[config.mk]
export PLATFORM = sky130hd
export DESIGN_NAME = result_history_buffer
export DESIGN_NICKNAME = d
export VERILOG_FILES = /design/src/rtl/rhb_pkg.sv /design/src/rtl/btn_debounce.sv /design/src/rtl/result_history_buffer.sv
export SDC_FILE = /design/constraint.sdc
export NUM_CORES = 1
export LEC_CHECK = 0
export ABC_AREA = 1
export BUFFER_PORTS_ARGS = -buffer_cell sky130_fd_sc_hd__buf_2
export CELL_PAD_IN_SITES_DETAIL_PLACEMENT = 1
export CELL_PAD_IN_SITES_GLOBAL_PLACEMENT = 1
export CORE_MARGIN = 2
export CORE_UTILIZATION = 44
export CTS_CLUSTER_SIZE = 40
export DETAILED_ROUTE_END_ITERATION = 7
export GPL_ROUTABILITY_DRIVEN = 0
export PLACE_DENSITY_LB_ADDON = 0.1
export SLEW_MARGIN = 20
export SYNTH_ARGS = -nofsm -noshare
export SYNTH_HDL_FRONTEND = slang
export SYNTH_SLANG_ARGS = --single-unit
[constraint.sdc]
create_clock -name clk_100MHz -period 3.1 [get_ports clk_100MHz]
set_clock_uncertainty 0.05 [all_clocks]
set_input_delay 0.93 -clock clk_100MHz [delete_from_list [all_inputs] [get_ports clk_100MHz]]
set_output_delay 0.93 -clock clk_100MHz [all_outputs]
set_load 0.02 [all_outputs]
[src/rtl/rhb_pkg.sv]
// Shared constants for the result history buffer.
//   RHB_DEPTH        default number of history entries (power of two, >= 2)
//   RHB_PTR_W        pointer / offset width for the default depth
//   DEBOUNCE_CYCLES  default stable-cycle count for button acceptance
//   MODE_LIVE/BROWSE encoding of the live output
package rhb_pkg;

  localparam int   RHB_DEPTH       = 8;
  localparam int   RHB_PTR_W       = $clog2(RHB_DEPTH);
  localparam int   DEBOUNCE_CYCLES = 1_000_000;

  localparam logic MODE_LIVE       = 1'b1;
  localparam logic MODE_BROWSE     = 1'b0;

endpackage

[src/rtl/btn_debounce.sv]
// Push-button conditioner: 2-flop synchroniser, debounce counter and
// rising-edge pulse generator.
//   clk_100MHz  system clock
//   reset       synchronous active-high reset
//   btn_raw     raw asynchronous button level
//   btn_pulse   one-cycle pulse on each accepted 0->1 transition
// Raw-to-pulse latency is 2 + DEBOUNCE_CYCLES clock edges.
module btn_debounce #(
  parameter int DEBOUNCE_CYCLES = rhb_pkg::DEBOUNCE_CYCLES
) (
  input  logic clk_100MHz,
  input  logic reset,
  input  logic btn_raw,
  output logic btn_pulse
);

  localparam int CNT_W = (DEBOUNCE_CYCLES > 1) ? $clog2(DEBOUNCE_CYCLES) : 1;
  localparam logic [CNT_W-1:0] CNT_LAST = CNT_W'(DEBOUNCE_CYCLES - 1);

  logic             sync_p0;
  logic             sync_p1;
  logic             level_p2;
  logic [CNT_W-1:0] cnt_p2;

  always_ff @(posedge clk_100MHz) begin
    if (reset) begin
      sync_p0   <= 1'b0;
      sync_p1   <= 1'b0;
      level_p2  <= 1'b0;
      cnt_p2    <= '0;
      btn_pulse <= 1'b0;
    end else begin
      // stage p0/p1: metastability synchroniser
      sync_p0   <= btn_raw;
      sync_p1   <= sync_p0;
      // stage p2: accepted level, any agreement restarts the count
      btn_pulse <= 1'b0;
      if (sync_p1 == level_p2) begin
        cnt_p2 <= '0;
      end else if (cnt_p2 == CNT_LAST) begin
        cnt_p2    <= '0;
        level_p2  <= sync_p1;
        btn_pulse <= sync_p1;
      end else begin
        cnt_p2 <= cnt_p2 + CNT_W'(1);
      end
    end
  end

endmodule

[src/rtl/result_history_buffer.sv]
// Circular history of pipeline writeback results feeding the seven-segment
// display, with button-driven browsing of older entries.
//   clk_100MHz   system clock
//   reset        synchronous active-high reset
//   wb_valid     capture wb_data this cycle
//   wb_data      writeback result
//   btn_prev     raw button: step to an older entry
//   btn_next     raw button: step to a newer entry
//   disp_value   registered value for the display (ALU_res)
//   disp_offset  age of the shown entry, 0 = newest
//   live         1 = LIVE (tracks newest), 0 = BROWSE
//   count        number of valid entries, 0..DEPTH
module result_history_buffer #(
  parameter int DEPTH           = rhb_pkg::RHB_DEPTH,
  parameter int DEBOUNCE_CYCLES = rhb_pkg::DEBOUNCE_CYCLES,
  parameter int DATA_W          = 16
) (
  input  logic                     clk_100MHz,
  input  logic                     reset,
  input  logic                     wb_valid,
  input  logic [DATA_W-1:0]        wb_data,
  input  logic                     btn_prev,
  input  logic                     btn_next,
  output logic [DATA_W-1:0]        disp_value,
  output logic [$clog2(DEPTH)-1:0] disp_offset,
  output logic                     live,
  output logic [$clog2(DEPTH):0]   count
);

  import rhb_pkg::MODE_LIVE;
  import rhb_pkg::MODE_BROWSE;

  localparam int PTR_W = $clog2(DEPTH);
  localparam int CNT_W = PTR_W + 1;

  logic [DATA_W-1:0] mem [DEPTH];
  logic [PTR_W-1:0]  wptr;
  logic [PTR_W-1:0]  rd_idx;
  logic [CNT_W-1:0]  count_n;
  logic [CNT_W-1:0]  off_n;
  logic [PTR_W-1:0]  off_sat;
  logic              live_n;
  logic              prev_pulse;
  logic              next_pulse;

  // Clamp the offset to the oldest valid entry and to the buffer depth.
  function automatic logic [PTR_W-1:0] sat_offset(input logic [CNT_W-1:0] off,
                                                  input logic [CNT_W-1:0] cnt);
    logic [CNT_W-1:0] lim;
    lim = (cnt == '0) ? '0 : cnt - CNT_W'(1);
    if (lim > CNT_W'(DEPTH - 1)) lim = CNT_W'(DEPTH - 1);
    return PTR_W'((off > lim) ? lim : off);
  endfunction

  btn_debounce #(.DEBOUNCE_CYCLES(DEBOUNCE_CYCLES)) u_dbnc_prev (
    .clk_100MHz (clk_100MHz),
    .reset      (reset),
    .btn_raw    (btn_prev),
    .btn_pulse  (prev_pulse)
  );

  btn_debounce #(.DEBOUNCE_CYCLES(DEBOUNCE_CYCLES)) u_dbnc_next (
    .clk_100MHz (clk_100MHz),
    .reset      (reset),
    .btn_raw    (btn_next),
    .btn_pulse  (next_pulse)
  );

  always_comb begin
    count_n = count;
    if (wb_valid && (count != CNT_W'(DEPTH))) count_n = count + CNT_W'(1);

    off_n  = {1'b0, disp_offset};
    live_n = live;
    // Button step first; simultaneous pulses cancel.
    if (prev_pulse && !next_pulse) begin
      if (count > ({1'b0, disp_offset} + CNT_W'(1))) begin
        off_n  = {1'b0, disp_offset} + CNT_W'(1);
        live_n = MODE_BROWSE;
      end
    end else if (next_pulse && !prev_pulse && (live == MODE_BROWSE)) begin
      if (disp_offset > PTR_W'(1)) begin
        off_n = {1'b0, disp_offset} - CNT_W'(1);
      end else begin
        off_n  = '0;
        live_n = MODE_LIVE;
      end
    end
    // A write while browsing ages the shown entry by one.
    if (wb_valid && (live_n == MODE_BROWSE)) off_n = off_n + CNT_W'(1);
    off_sat = sat_offset(off_n, count_n);

    rd_idx = wptr - PTR_W'(1) - disp_offset;
  end

  // History storage: no reset, entries qualified by count.
  always_ff @(posedge clk_100MHz) begin
    if (wb_valid) mem[wptr] <= wb_data;
  end

  always_ff @(posedge clk_100MHz) begin
    if (reset) begin
      wptr        <= '0;
      count       <= '0;
      disp_offset <= '0;
      live        <= MODE_LIVE;
      disp_value  <= '0;
    end else begin
      if (wb_valid) wptr <= wptr + PTR_W'(1);
      count       <= count_n;
      disp_offset <= off_sat;
      live        <= live_n;
      disp_value  <= (count == '0) ? '0 : mem[rd_idx];
    end
  end

endmodule

* Yosys cells after proc, flatten, opt, wreduce, memory -nomap -nowiden
Memory sizes are Yosys's and may differ from the RTL's. A register that Yosys moved wholly into a read port is not among the register bits.
Index checks and enable logic that the tools add are counted.
** Storage, ports and cells
- Register bits :: 59
- RAM bits :: 128
- Input bits :: 21
- Word-level logic and storage cells :: 71
- Memories :: 1
** Cells by class
- Add/subtract/negate cells :: 10
- $lt $le $gt $ge :: 4
- Equal/unequal tests :: 5
- Multiplexer cells :: 15
- Bitwise gates (word level) :: 6
- Reduce and logical (&&, ||, !) cells :: 16
** Memory list
- mem :: words 8, width 16, read ports 1, clocked after Yosys merged registers in 1, write ports 1, line result_history_buffer.sv:36 : logic [DATA_W-1:0] mem [DEPTH];
** Operator list (count)
- $add 20x1->20 const B :: 2
- $eq 20x20->1 const B :: 2
- $mux 4 :: 8
- $reduce_or 3->1 :: 4
- $add 4x1->4 const B :: 2
- $gt 4x4->1 :: 2
- $logic_not 4->1 :: 2
- $mux 1 :: 6
- $not 1->1 :: 6
- $logic_and 1x1->1 :: 5
- $add 3x1->4 const B :: 1
- $gt 4x3->1 const B :: 1
- $ne 4x4->1 const B :: 1
- $reduce_and 2->1 :: 2
- $sub 3x1->4 const B :: 1
- $sub 4x1->4 const B :: 1
- $add 3x1->3 const B :: 1
- $gt 3x1->1 const B :: 1
- $mux 3 :: 1
- $sub 3x1->3 const B :: 1
- $sub 3x3->3 :: 1
- $eq 1x1->1 :: 2
- $logic_not 1->1 :: 2
- $reduce_or 2->1 :: 1

* Logic depth before layout (Yosys ltp)
- Depth after elaboration :: 10
- Gate-level depth with buffers :: 26

* By module
From an unflattened synthesis, not the netlist that was laid out.
** Second synthesis, totals
- Cell total of the unflattened synthesis :: 939
- Area total of the unflattened synthesis :: 9147.5 um2
** Modules (own cells, without submodules)
- result_history_buffer :: instances 1, cells each 571, area an instance 6660.1 um2, seq. area each 4384.2 um2
- btn_debounce :: instances 2, cells each 184, area an instance 1243.7 um2, seq. area each 480.5 um2

* Worst setup path after synthesis
Ideal clock, no wire load.
- Path kind :: register to register
- From :: register disp_offset[1]
- To :: register disp_offset[1]
- Setup time :: 0.113 ns
- Arrival time :: 3.191 ns
- Data required time :: 2.937 ns
- Slack :: -0.254 ns
- Cell stages (with the launch flop) :: 26
- Path buffers :: 0
- Path through :: dfxtp_1 -> inv_1 -> ha_1 -> inv_1 -> ha_1 -> nand2_1 -> nand2_1 -> nand2_1 -> nand2_1 -> nand3_1 -> nand2_1 -> nand2_1 -> nand2_1 -> ha_1 -> inv_1 -> nor2_1 -> nand2_1 -> and2_1 -> ha_1 -> nand2_1 -> inv_1 -> o21ai_0 -> a32oi_1 -> inv_1 -> nor2_1 -> nor2_1
** On the way
- Word-level cells in the longest chain between the ends :: 9
- Elaborated cells on any way between the ends :: 18
- Those cells by class :: add/sub: 3; order compare: 3; mux: 10; bitwise: 1; reduce/logical: 1
** Ends and longest elaborated chain
- start, declared :: line result_history_buffer.sv:25 : output logic [$clog2(DEPTH)-1:0] disp_offset,
- start signal, assigned :: line result_history_buffer.sv:111 : disp_offset <= off_sat;
- branches (longest 6 deep; another with $add 3x1->4)
- $mux 4 * :: line result_history_buffer.sv:90 : if (wb_valid && (live_n == MODE_BROWSE)) off_n = off_n + CNT_W'(1);
- $gt 4x4->1 :: line result_history_buffer.sv:52 : return PTR_W'((off > lim) ? lim : off);
- $mux 3 * :: line result_history_buffer.sv:52
Mark *: on every way between the ends.
A chain may end at the register's enable or synchronous reset.

* Worst setup path in the final report
- From :: register disp_offset[1]
- To :: register disp_offset[2]
Same word-level chain as after synthesis.

==> summary.md <==
| Metric | Value |
|---|---|
| Compound-gate portion of the synthesized area | 0.103 |
| First-pass GRT wire length | about 36000 um |
| Run status | finished, violations left |
| Async set-reset flop share out of synthesis | 0 |
| Antenna violations before repair | 0 |
| DR pass1 iterations | 6 |
| Flop and latch count out of synthesis | 203 |
| Post-route DRC | 0 |
| Family with the most delay on the worst path | buffers and inverters |
| Worst-Skew Late Latency | 0.51 ns |
| Max Slew Vio Count | 0 |
| Fin area | ~0.011 mm^2 |
| Root buffer cell | clkbuf_16 |
| Adder-cell share of the synthesized area | 0.0296 |
| Area growth from synthesis to layout | 21.1% |
| All-Layer GR Usage | 0.215 |
| Synth Area per Inst | 10.2 um^2 |
| Net switching power | 2.42 mW |
| Largest net degree at the start of global routing | 55 |
| # rows | between 50 and 60 |
| Crit path DAT | 3.65 ns |
| Slack of the critical path | -0.209 ns |
| Final setup TNS | -0.497 ns |
| Fmax | 0.302 GHz |
| Syn Inst Count | 857 |
| Sequential power share | 0.394 |
| Placed cell area | between 0.009 and 0.01 mm^2 |
| Post-synth cell types | 42 |
| Setup crit start kind | flop |
| CP dominant cell by count | buf_4 |
| DR vias | 6517 |
| Via density | 5.26 |
| P_int | 5.37 mW |
| Worst setup EP type | flop |
| Power per Cell Area | ~740 mW/mm^2 |
| Mapped Area | approximately 0.0087 mm^2 |
| Combinational family with the most area after synthesis | simple AND/OR/NAND/NOR gates |
| Final core occ | 0.542 |
| Max-Cap Viols | 0 |
| Commonest non-fill, non-tap cell in the layout | edfxtp_1 |
| Setup CP Type | reg -> reg |
| Clk slew on worst S/H paths | 0.06 ns |
| Layout cell share with drive strength beyond 1 | 0.206 |
| Max incr delay on CP | 0.38 ns |
| Grt total ovfl | 0 |
| Multi-input logic area | a little under 0.003 mm^2 |
| Clock Tree Buf Depth | 3 |
| ANT nets after route | 0 |
| RSZ-0062 raised after global routing | yes |
| P_leak | 4.17 nW |
| Routed length per instance | 17.8 um |
| Clock power frac | 0.344 |
| Fin crit share | 1.07 |
| # port buffers | 44 |
| Seq/Total Area, Yosys | 0.613 |
| CTS Buf Count | 23 |
| Number of global-route vias before repair | 7029 |
| HPWL Detailed | 14100 um |
| Most frequent cells in the layout | edfxtp_1, inv_1, nand2_1, dfxtp_1, o21ai_0 |
| H-tree depth | 1 |
| Xor/xnor share of the synthesized area | 0.0201 |
| Placeable Area | 0.0195 mm^2 |
| Sw frac | 0.310 |
| CTS tree | built |
| Clock sink count | 203 |
| Post-synthesis mux area share | 0.0184 |
| Antenna diodes | 0 |
| Initial drt markers | roughly 270 |
| Worst-path fanout max | 5 |
| Failing checks | negative setup slack |
| Worst EP required | between 3 and 4 ns |
| Slowest library cell on the worst path | dfxtp_4 |
| Rel. slew slack | 0.512 |
| Fillers | 2146 |
| Syn_nets | 898 |
| Drt total wl | 22000 um |
| Worst Max-Slew Pin Slew | about 0.73 ns |
| Primary FF master, synth | edfxtp_1 |
| Hold Path Class | reg -> reg |
| Synth warn | 0 |
| Nets | 1000 |
| Post-Synth Simple-Gate Area | 0.150 |
| Starting Density | 0.448 |
| Combinational share of power | 0.263 |
| Critical path buffer and inverter count | 11 |
| Final hold violations | 0 |
| I/O pin count | between 40 and 50 |
| Place WS | -0.383 ns |
| Seq. cell area | 0.00536 mm^2 |
| Max IR drop VDD | 0.401 mV |
| EDFF count, synth | 128 |
| Min Tclk post-route | 3.31 ns |
| Final setup violating endpoints | 3 |
| Die width | 145 um |
| DIE AREA | 0.0210 mm^2 |
| Chip height | 145 um |
-- flip-flops by register name, indices dropped and copies added, names as in the netlist, 3 cells and up --
signal,cells
disp_offset,3
count,4
mem,128
u_dbnc_prev.cnt_p2,20
wptr,3
u_dbnc_next.cnt_p2,20
disp_value,16
-- stage by stage --
| stage | instances | total power, mW | hold WS [ns] |
|---|---|---|---|
| finish | 1239 | 7.79 | 0.360 |
| global route | 1239 | 8.22 | 0.389 |
| CTS | 1237 | 7.78 | 0.365 |
| detailed placement | 1182 | 4.96 | 0.359 |
| global placement | 1182 | 4.85 | 0.347 |
| floorplan | 857 | 4.31 | 0.338 |
-- worst paths after layout --
check | slack (ns) | end | from | cells past startpoint
setup / recovery | -0.21 | disp_offset[2] | disp_offset[1] | 26
hold / removal | 0.36 | u_dbnc_next.sync_p1 | u_dbnc_next.sync_p0 | 2
setup reg to reg | -0.21 | disp_offset[2] | disp_offset[1] | 26
hold reg to reg | 0.36 | u_dbnc_next.sync_p1 | u_dbnc_next.sync_p0 | 2
-- synthesized netlist by cell type (2+ instances only) --
cell type  instances  area share
buf_2              9      0.0052
dfxtp_1           75        0.17
edfxtp_1         128        0.44
or2_0              3      0.0022
nand4_1           17       0.012
nor4_1             4      0.0029
clkbuf_1          17      0.0073
nor3_4             2      0.0037
nor3_1            14      0.0080
mux2i_1           16       0.018
o211ai_1          16       0.014
inv_1            118       0.051
xnor2_1           11       0.011
nand2_2            6      0.0043
o21bai_1           2      0.0017
nor3_2             4      0.0046
a21oi_1           53       0.030
nand2_1          120       0.052
and2_1             2      0.0014
o21ai_0           70       0.040
nand3_1           33       0.019
buf_4              2      0.0017
a31oi_1           19       0.014
nor2_1            68       0.029
xor2_1             9      0.0090
or2_2              3      0.0022
nor3b_1            3      0.0026
ha_1              19       0.027
-- layer usage --
| layer | GRT usage | vias up | wire length [um] |
|---|---|---|---|
| li1 | - | 3133 | - |
| met1 | 0.264 | 3242 | 9470 |
| met2 | 0.386 | 96 | 11200 |
| met3 | 0.0352 | 46 | 738 |
| met4 | 0.0731 | 0 | 598 |
| met5 | 0 | - | 0 |
-- repair_timing --
item / 4_1_cts / 5_1_grt
setup endpoints to repair: 3 / 3
pin swaps: 11 / 3
hold buffers: 0 / 0
buffers inserted: 15 / 2
gates resized for setup: 20 / 21
-- tightest hold or removal path: cells and delay by family (launching register included) --
kind          cells  cell delay (ns)
buf+inv           1             0.04
simple gates      1             0.03
flops             1             0.29
-- power by group through the flow --
stage               clock network [mW]  registers, mW  logic [mW]
floorplan                            0           3.20        1.10
global placement                     0           3.10        1.75
detailed placement                   0           3.11        1.85
CTS                               2.73           3.06        2.00
global route                      2.85           3.08        2.28
finish                            2.68           3.07        2.05
-- kinds of logic after synthesis --
| kind of cell | count (synthesis) |
|---|---|
| other | 1 |
| adder cells (fa/ha/maj) | 20 |
| XOR/XNOR | 20 |
| AO/OA/AOI/OAI | 164 |
| multiplexers | 16 |
| AND/OR/NAND/NOR | 285 |
| buffers and inverters | 148 |
| flip-flops | 203 |
-- layout make-up --
class / count / area share
repair buffers: 106 / 0.0665
clock buffers: 27 / 0.0559
clock inverters: 13 / 0.0135
inverters: 119 / 0.0430
well taps: 265 / 0.0314
flip-flops and latches: 203 / 0.507
multi-input cells: 506 / 0.282
No activity file was read; power rests on OpenSTA's default activity.
